[src/rtl/car_control_pkg.sv]
// Shared screen geometry, lane constants, FSM state type and the lane wrap helper.
package car_control_pkg;

  localparam int unsigned H_DISPLAY = 640;
  localparam int unsigned CAR_WIDTH = 40;

  localparam int unsigned CAR_Y1 = 60;
  localparam int unsigned CAR_Y2 = 110;
  localparam int unsigned CAR_Y3 = 160;
  localparam int unsigned CAR_Y4 = 210;
  localparam int unsigned CAR_Y5 = 260;
  localparam int unsigned CAR_Y6 = 310;
  localparam int unsigned CAR_Y7 = 360;
  localparam int unsigned CAR_Y8 = 410;

  localparam logic [9:0] CAR_X0_1 = 10'd638;
  localparam logic [9:0] CAR_X0_2 = 10'd1;
  localparam logic [9:0] CAR_X0_3 = 10'd100;
  localparam logic [9:0] CAR_X0_4 = 10'd200;
  localparam logic [9:0] CAR_X0_5 = 10'd300;
  localparam logic [9:0] CAR_X0_6 = 10'd400;
  localparam logic [9:0] CAR_X0_7 = 10'd500;
  localparam logic [9:0] CAR_X0_8 = 10'd600;

  localparam logic [2:0] LANE_STEP_1 = 3'd3;
  localparam logic [2:0] LANE_STEP_2 = 3'd2;
  localparam logic [2:0] LANE_STEP_3 = 3'd1;
  localparam logic [2:0] LANE_STEP_4 = 3'd4;
  localparam logic [2:0] LANE_STEP_5 = 3'd3;
  localparam logic [2:0] LANE_STEP_6 = 3'd2;
  localparam logic [2:0] LANE_STEP_7 = 3'd4;
  localparam logic [2:0] LANE_STEP_8 = 3'd1;

  // Bit i set means lane i+1 moves rightward.
  localparam logic [7:0] LANE_DIR_MASK = 8'b01010101;

  localparam logic [7:0][9:0] CAR_X0 = {CAR_X0_8, CAR_X0_7, CAR_X0_6, CAR_X0_5,
                                        CAR_X0_4, CAR_X0_3, CAR_X0_2, CAR_X0_1};
  localparam logic [7:0][2:0] LANE_STEP = {LANE_STEP_8, LANE_STEP_7, LANE_STEP_6, LANE_STEP_5,
                                           LANE_STEP_4, LANE_STEP_3, LANE_STEP_2, LANE_STEP_1};

  typedef enum logic [1:0] {
    ST_LOAD = 2'd0,
    ST_RUN  = 2'd1,
    ST_HOLD = 2'd2
  } state_t;

  function automatic logic [9:0] next_x(input logic [9:0] x, input logic [2:0] step,
                                        input logic right);
    logic [10:0] sum;
    logic [10:0] hd;
    hd = 11'(H_DISPLAY);
    if (right) begin
      sum = {1'b0, x} + {8'd0, step};
      if (sum >= hd) sum = sum - hd;
    end else if (x < {7'd0, step}) begin
      sum = {1'b0, x} + hd - {8'd0, step};
    end else begin
      sum = {1'b0, x} - {8'd0, step};
    end
    return sum[9:0];
  endfunction

endpackage

[src/rtl/car_control_lane.sv]
// One lane: a single position register with screen wrap, reload beats move.
module car_lane
  import car_control_pkg::*;
#(
  parameter logic [9:0] X0    = '0,
  parameter logic [2:0] STEP  = 3'd1,
  parameter logic       RIGHT = 1'b1
) (
  input  logic       clk,
  input  logic       load,
  input  logic       move,
  output logic [9:0] x
);

  always_ff @(posedge clk) begin
    if (load) begin
      x <= X0;
    end else if (move) begin
      x <= next_x(x, STEP, RIGHT);
    end
  end

endmodule

[src/rtl/car_control.sv]
// Move-tick timer, speed-decrease reload and LOAD/RUN/HOLD control for eight car lanes.
module car_control
  import car_control_pkg::*;
#(
  parameter int unsigned PERIOD_BASE = 250000,
  parameter int unsigned PERIOD_STEP = 10000,
  parameter int unsigned PERIOD_MIN  = 50000
) (
  input  logic       CLK,
  input  logic       RST,
  input  logic [4:0] speed_car,
  input  logic       freeze,
  output logic [9:0] car_x1,
  output logic [9:0] car_x2,
  output logic [9:0] car_x3,
  output logic [9:0] car_x4,
  output logic [9:0] car_x5,
  output logic [9:0] car_x6,
  output logic [9:0] car_x7,
  output logic [9:0] car_x8,
  output logic       tick
);

  localparam logic [23:0] BASE24 = 24'(PERIOD_BASE);
  localparam logic [23:0] STEP24 = 24'(PERIOD_STEP);
  localparam logic [23:0] MIN24  = 24'(PERIOD_MIN);

  state_t      state;
  logic [23:0] cnt;
  logic [4:0]  prev_speed;
  logic [23:0] reduction;
  logic [23:0] period;
  logic        wrap;
  logic        dec;
  logic        load;
  logic        move;
  logic [9:0]  lane_x [8];

  // Clamp before subtracting so the period never underflows below the floor.
  always_comb begin
    reduction = {19'd0, speed_car} * STEP24;
    if (reduction >= BASE24 - MIN24) period = MIN24;
    else                             period = BASE24 - reduction;
  end

  assign wrap = (cnt >= period - 24'd1);
  assign dec  = (speed_car < prev_speed);
  assign load = RST | dec | (state == ST_LOAD);
  assign move = tick & ~freeze & ~dec & ~RST & (state == ST_RUN);

  always_ff @(posedge CLK) begin
    if (RST) begin
      state      <= ST_LOAD;
      cnt        <= '0;
      tick       <= 1'b0;
      prev_speed <= '0;
    end else begin
      prev_speed <= speed_car;
      tick       <= 1'b0;
      if (dec) begin
        state <= ST_LOAD;
        cnt   <= '0;
      end else begin
        case (state)
          ST_LOAD: begin
            cnt   <= '0;
            state <= freeze ? ST_HOLD : ST_RUN;
          end
          ST_RUN: begin
            if (freeze) begin
              state <= ST_HOLD;
            end else if (wrap) begin
              cnt  <= '0;
              tick <= 1'b1;
            end else begin
              cnt <= cnt + 24'd1;
            end
          end
          ST_HOLD: begin
            if (!freeze) begin
              state <= ST_RUN;
              if (wrap) begin
                cnt  <= '0;
                tick <= 1'b1;
              end else begin
                cnt <= cnt + 24'd1;
              end
            end
          end
          default: begin
            state <= ST_LOAD;
            cnt   <= '0;
          end
        endcase
      end
    end
  end

  for (genvar i = 0; i < 8; i++) begin : g_lane
    car_lane #(
      .X0   (CAR_X0[i]),
      .STEP (LANE_STEP[i]),
      .RIGHT(LANE_DIR_MASK[i])
    ) u_lane (
      .clk (CLK),
      .load(load),
      .move(move),
      .x   (lane_x[i])
    );
  end

  assign car_x1 = lane_x[0];
  assign car_x2 = lane_x[1];
  assign car_x3 = lane_x[2];
  assign car_x4 = lane_x[3];
  assign car_x5 = lane_x[4];
  assign car_x6 = lane_x[5];
  assign car_x7 = lane_x[6];
  assign car_x8 = lane_x[7];

endmodule

[config.mk]
export PLATFORM = sky130hd
export DESIGN_NAME = car_control
export DESIGN_NICKNAME = d
export VERILOG_FILES = /design/src/rtl/car_control_pkg.sv /design/src/rtl/car_control_lane.sv /design/src/rtl/car_control.sv
export SDC_FILE = /design/constraint.sdc
export NUM_CORES = 1
export LEC_CHECK = 0
export ABC_AREA = 1
export BUFFER_PORTS_ARGS = -buffer_cell sky130_fd_sc_hd__buf_2
export CORE_ASPECT_RATIO = 0.7
export CORE_MARGIN = 5
export CORE_UTILIZATION = 60
export DETAILED_ROUTE_END_ITERATION = 16
export PLACE_DENSITY = 0.82
export SLEW_MARGIN = 40
export SYNTH_ARGS = -nofsm -noshare
export SYNTH_HDL_FRONTEND = slang
export SYNTH_SLANG_ARGS = --single-unit
[constraint.sdc]
create_clock -name CLK -period 9.1 [get_ports CLK]
set_clock_uncertainty 0.1 [all_clocks]
set_input_delay 0 -clock CLK [delete_from_list [all_inputs] [get_ports CLK]]
set_output_delay 0 -clock CLK [all_outputs]
set_load 0.05 [all_outputs]
==> results.yml <==
global_route:
  gr-total-overflow: 0
  grt_first_pass_wirelength_um: 30400
  antenna_found_initial: 0
  grt_max_degree: 63
  grtUsageTotal_pct: 24.0
  grt_pass1_vias: 6544
place:
  io_buffers: 82
  dp_cells: 1321
  place_congestion: 0.881
  hpwl_um: 13700
sta:
  tns_ns: 0
  min_period_over_period_pct: 55.3
  maxSlewHeadroom_pct: 51.4
  setup_violations: 0
  finalCriticalPeriod_ns: 5.04
  tightest_slew_ns: 0.728
  finalHoldViolations: 0
  fmax_mhz: 199
  holdWs_ns: 0.0127
  drv_slew: 0
  rsz0062_at_grt: "false"
layout:
  area_growth_pct: 11.7
  final_nets: 1256
  stdcell_count: 1341
  final_layout_size_suffix_gt1_share_pct: 13.1
  diodes: 0
worst_setup_path:
  crit_fanout: 20
  critPathLaunchType: "input port"
  crit_type: "in -> reg"
  critPathCaptureType: "flop"
  slowest_delay_ns: 0.53
  cpMostUsedCell: "ha_1"
  cp_data_required_time_ns: 9.30
  cp.arrival_ns: 5.23
  slowest_stage: "fa_1"
synth:
  synth_edf_count: 0
  syn_inst: 1090
  synthDistinctLibCells: 49
  synth_area_per_cell_sq_um: 6.96
  ys_seq_area_share_pct: 28.0
  async_flop_share_pct: 0
  synth-main-ff-cell: "dfxtp_1"
  ys_seq_elements: 106
  netlist_area_sq_mm: 0.00759
  synth_warnings: 0
die:
  fp.coreArea_sq_mm: 0.0124
  die_area_sq_mm: 0.0150
  die_h_um: 104
  row_count: 34
  initial_core_util_pct: 61.1
  ios: 89
  die_w_um: 144
power:
  ir_worst_vdd_uv: 99.3
  power_density_mw_per_mm2: 141
  leakage_nw: 3.91
  finalPower_w: 0.00119
worst_hold_path:
  hp-class: "in -> reg"
run_status:
  status: "completed"
cts:
  htree_levels: 3
  tritoncts: "yes"
  insertion_delay_ns: 0.35
  cts_max_path_buffers: 2
  clkSinkCount: 106
  cts_root_buf: "clkbuf_16"
  cts_made_buffers: 9
  clkTransAtPathRegs_ns: 0.07
  post_cts_resize_count: 0
run:
  cap_violations: 0
route:
  vias: 7163
  routedWlPerCell_um: 13.3
  drt_first_pass_iters: 5
  drt_iter0_markers: 543
  drt-total-wl_um: 17900
  avgViaCountPerCell: 5.34
  drc_errors: 0
  ant_nets: 0
## where the power goes
group | total (W) | switching (W) | internal, W
sequential | 0.000467 | 0.00000122 | 0.000466
clock | 0.000401 | 0.000179 | 0.000223
combinational | 0.000326 | 0.000217 | 0.000109
total | 0.00119 | 0.000397 | 0.000798
## registers in the layout (all words and copies together), names as in the netlist
name             flops
state                2
tick                 1
g_lane.u_lane.x     74
cnt                 24
prev_speed           5
## stage by stage
stage	instance area (sq um)	utilization, %	setup slack [ns]
final	8470	68.2	4.06
after global placement	8130	65.5	3.90
after detailed placement	8130	65.5	3.73
after floorplan	7620	-	4.49
after global routing	8470	68.2	3.67
after CTS	8470	68.2	4.10
## area by class of cell
class / instances / area, sq um
Inverter: 152 / 571
Clock buffer: 11 / 243
Multi-Input combinational cell: 817 / 4810
Sequential cell: 106 / 2120
Fill cell: 1060 / 3950
Tap cell: 162 / 203
Clock inverter: 5 / 60.1
Timing Repair Buffer: 88 / 465
## kinds of logic after synthesis
kind of cell               after synthesis  share of synthesized area [%]
other                                    2                         0.0990
and+or+nand+nor                        525                           32.8
adders and majority gates               74                           12.6
buffers and inverters                  177                           9.22
xor gates and xnor gates                46                           5.41
AOI/OAI and AO/OA                      160                           11.9
DFF                                    106                           28.0
## worst max-delay path, delay by kind of cell
| family | cells | cell delay [ns] |
|---|---|---|
| AO/OA/AOI/OAI | 3 | 0.37 |
| XOR/XNOR | 1 | 0.13 |
| adder cells (fa/ha/maj) | 5 | 1.81 |
| buffers and inverters | 4 | 0.45 |
| AND/OR/NAND/NOR | 16 | 2.48 |
## final timing paths
| path | start | to | slack (ns) | cells past startpoint |
|---|---|---|---|---|
| min | speed_car[4] | prev_speed[4]$_SDFF_PP0_ | 0.01 | 3 |
| min reg2reg | cnt[1]$_SDFFE_PP0N_ | cnt[1]$_SDFFE_PP0N_ | 0.39 | 2 |
| max | speed_car[3] | cnt[22]$_SDFFE_PP0N_ | 4.06 | 29 |
| max reg2reg | prev_speed[4]$_SDFF_PP0_ | g_lane[3].u_lane.x[7]$_SDFFE_PP1P_ | 5.67 | 12 |
## layout by cell type, fill, tap and decap left out, types with 9 or more instances in the layout
cell	Yosys	final
clkbuf_16	0	9
o21ai_0	51	51
inv_1	143	143
a21oi_1	70	70
nand4_1	21	21
nand2_2	14	14
o211ai_1	12	12
nand2_1	206	206
inv_2	9	9
conb_1	2	12
nand3_1	71	71
nand3b_1	9	9
dfxtp_1	106	106
ha_1	70	70
nor3b_1	9	9
buf_2	10	82
xnor2_1	17	17
xor2_1	28	28
nor2_1	130	129
nor3_1	27	27
## cells in the mapped netlist (2+ instances only)
| library cell | instances | area (sq um) |
|---|---|---|
| nor3_1 | 27 | 135 |
| nand4_4 | 2 | 42.5 |
| nand3_2 | 3 | 30.0 |
| and3_1 | 4 | 25.0 |
| nand3_1 | 71 | 355 |
| a21oi_4 | 2 | 32.5 |
| or2_2 | 3 | 18.8 |
| nand3b_1 | 9 | 67.6 |
| o21ai_1 | 3 | 15.0 |
| o21a_1 | 4 | 30.0 |
| a21oi_1 | 70 | 350 |
| nand2_8 | 2 | 40.0 |
| buf_2 | 10 | 50.1 |
| o211ai_1 | 12 | 90.1 |
| o21ai_0 | 51 | 255 |
| nor2_2 | 6 | 37.5 |
| inv_2 | 9 | 33.8 |
| nand4_1 | 21 | 131 |
| fa_1 | 4 | 80.1 |
| buf_4 | 6 | 45.0 |
| clkbuf_1 | 8 | 30.0 |
| nor4_1 | 4 | 25.0 |
| ha_1 | 70 | 876 |
| nor2_4 | 7 | 78.8 |
| a31oi_1 | 8 | 50.1 |
| a211oi_1 | 4 | 30.0 |
| nand2_1 | 206 | 773 |
| nor2_1 | 130 | 488 |
| nand2_2 | 14 | 87.6 |
| dfxtp_1 | 106 | 2120 |
| inv_1 | 143 | 537 |
| xor2_1 | 28 | 245 |
| nor3b_1 | 9 | 67.6 |
| xnor2_1 | 17 | 149 |
| nor3_2 | 2 | 20.0 |
| conb_1 | 2 | 7.51 |
## routing by layer
metal | vias up | part of all wire, % | global-route usage [%]
met4 | 0 | 0.96 | 4.79
li1 | 3720 | - | -
met1 | 3210 | 51 | 36.3
met3 | 14 | 6.9 | 4.60
met5 | - | 0 | 0
met2 | 219 | 41 | 35.4
## timing repair
item	in CTS	in global routing
setup buffers	0	0
endpoints found under the hold margin	6	0
hold buffers	4	0
(Power assumes the default switching activity.)
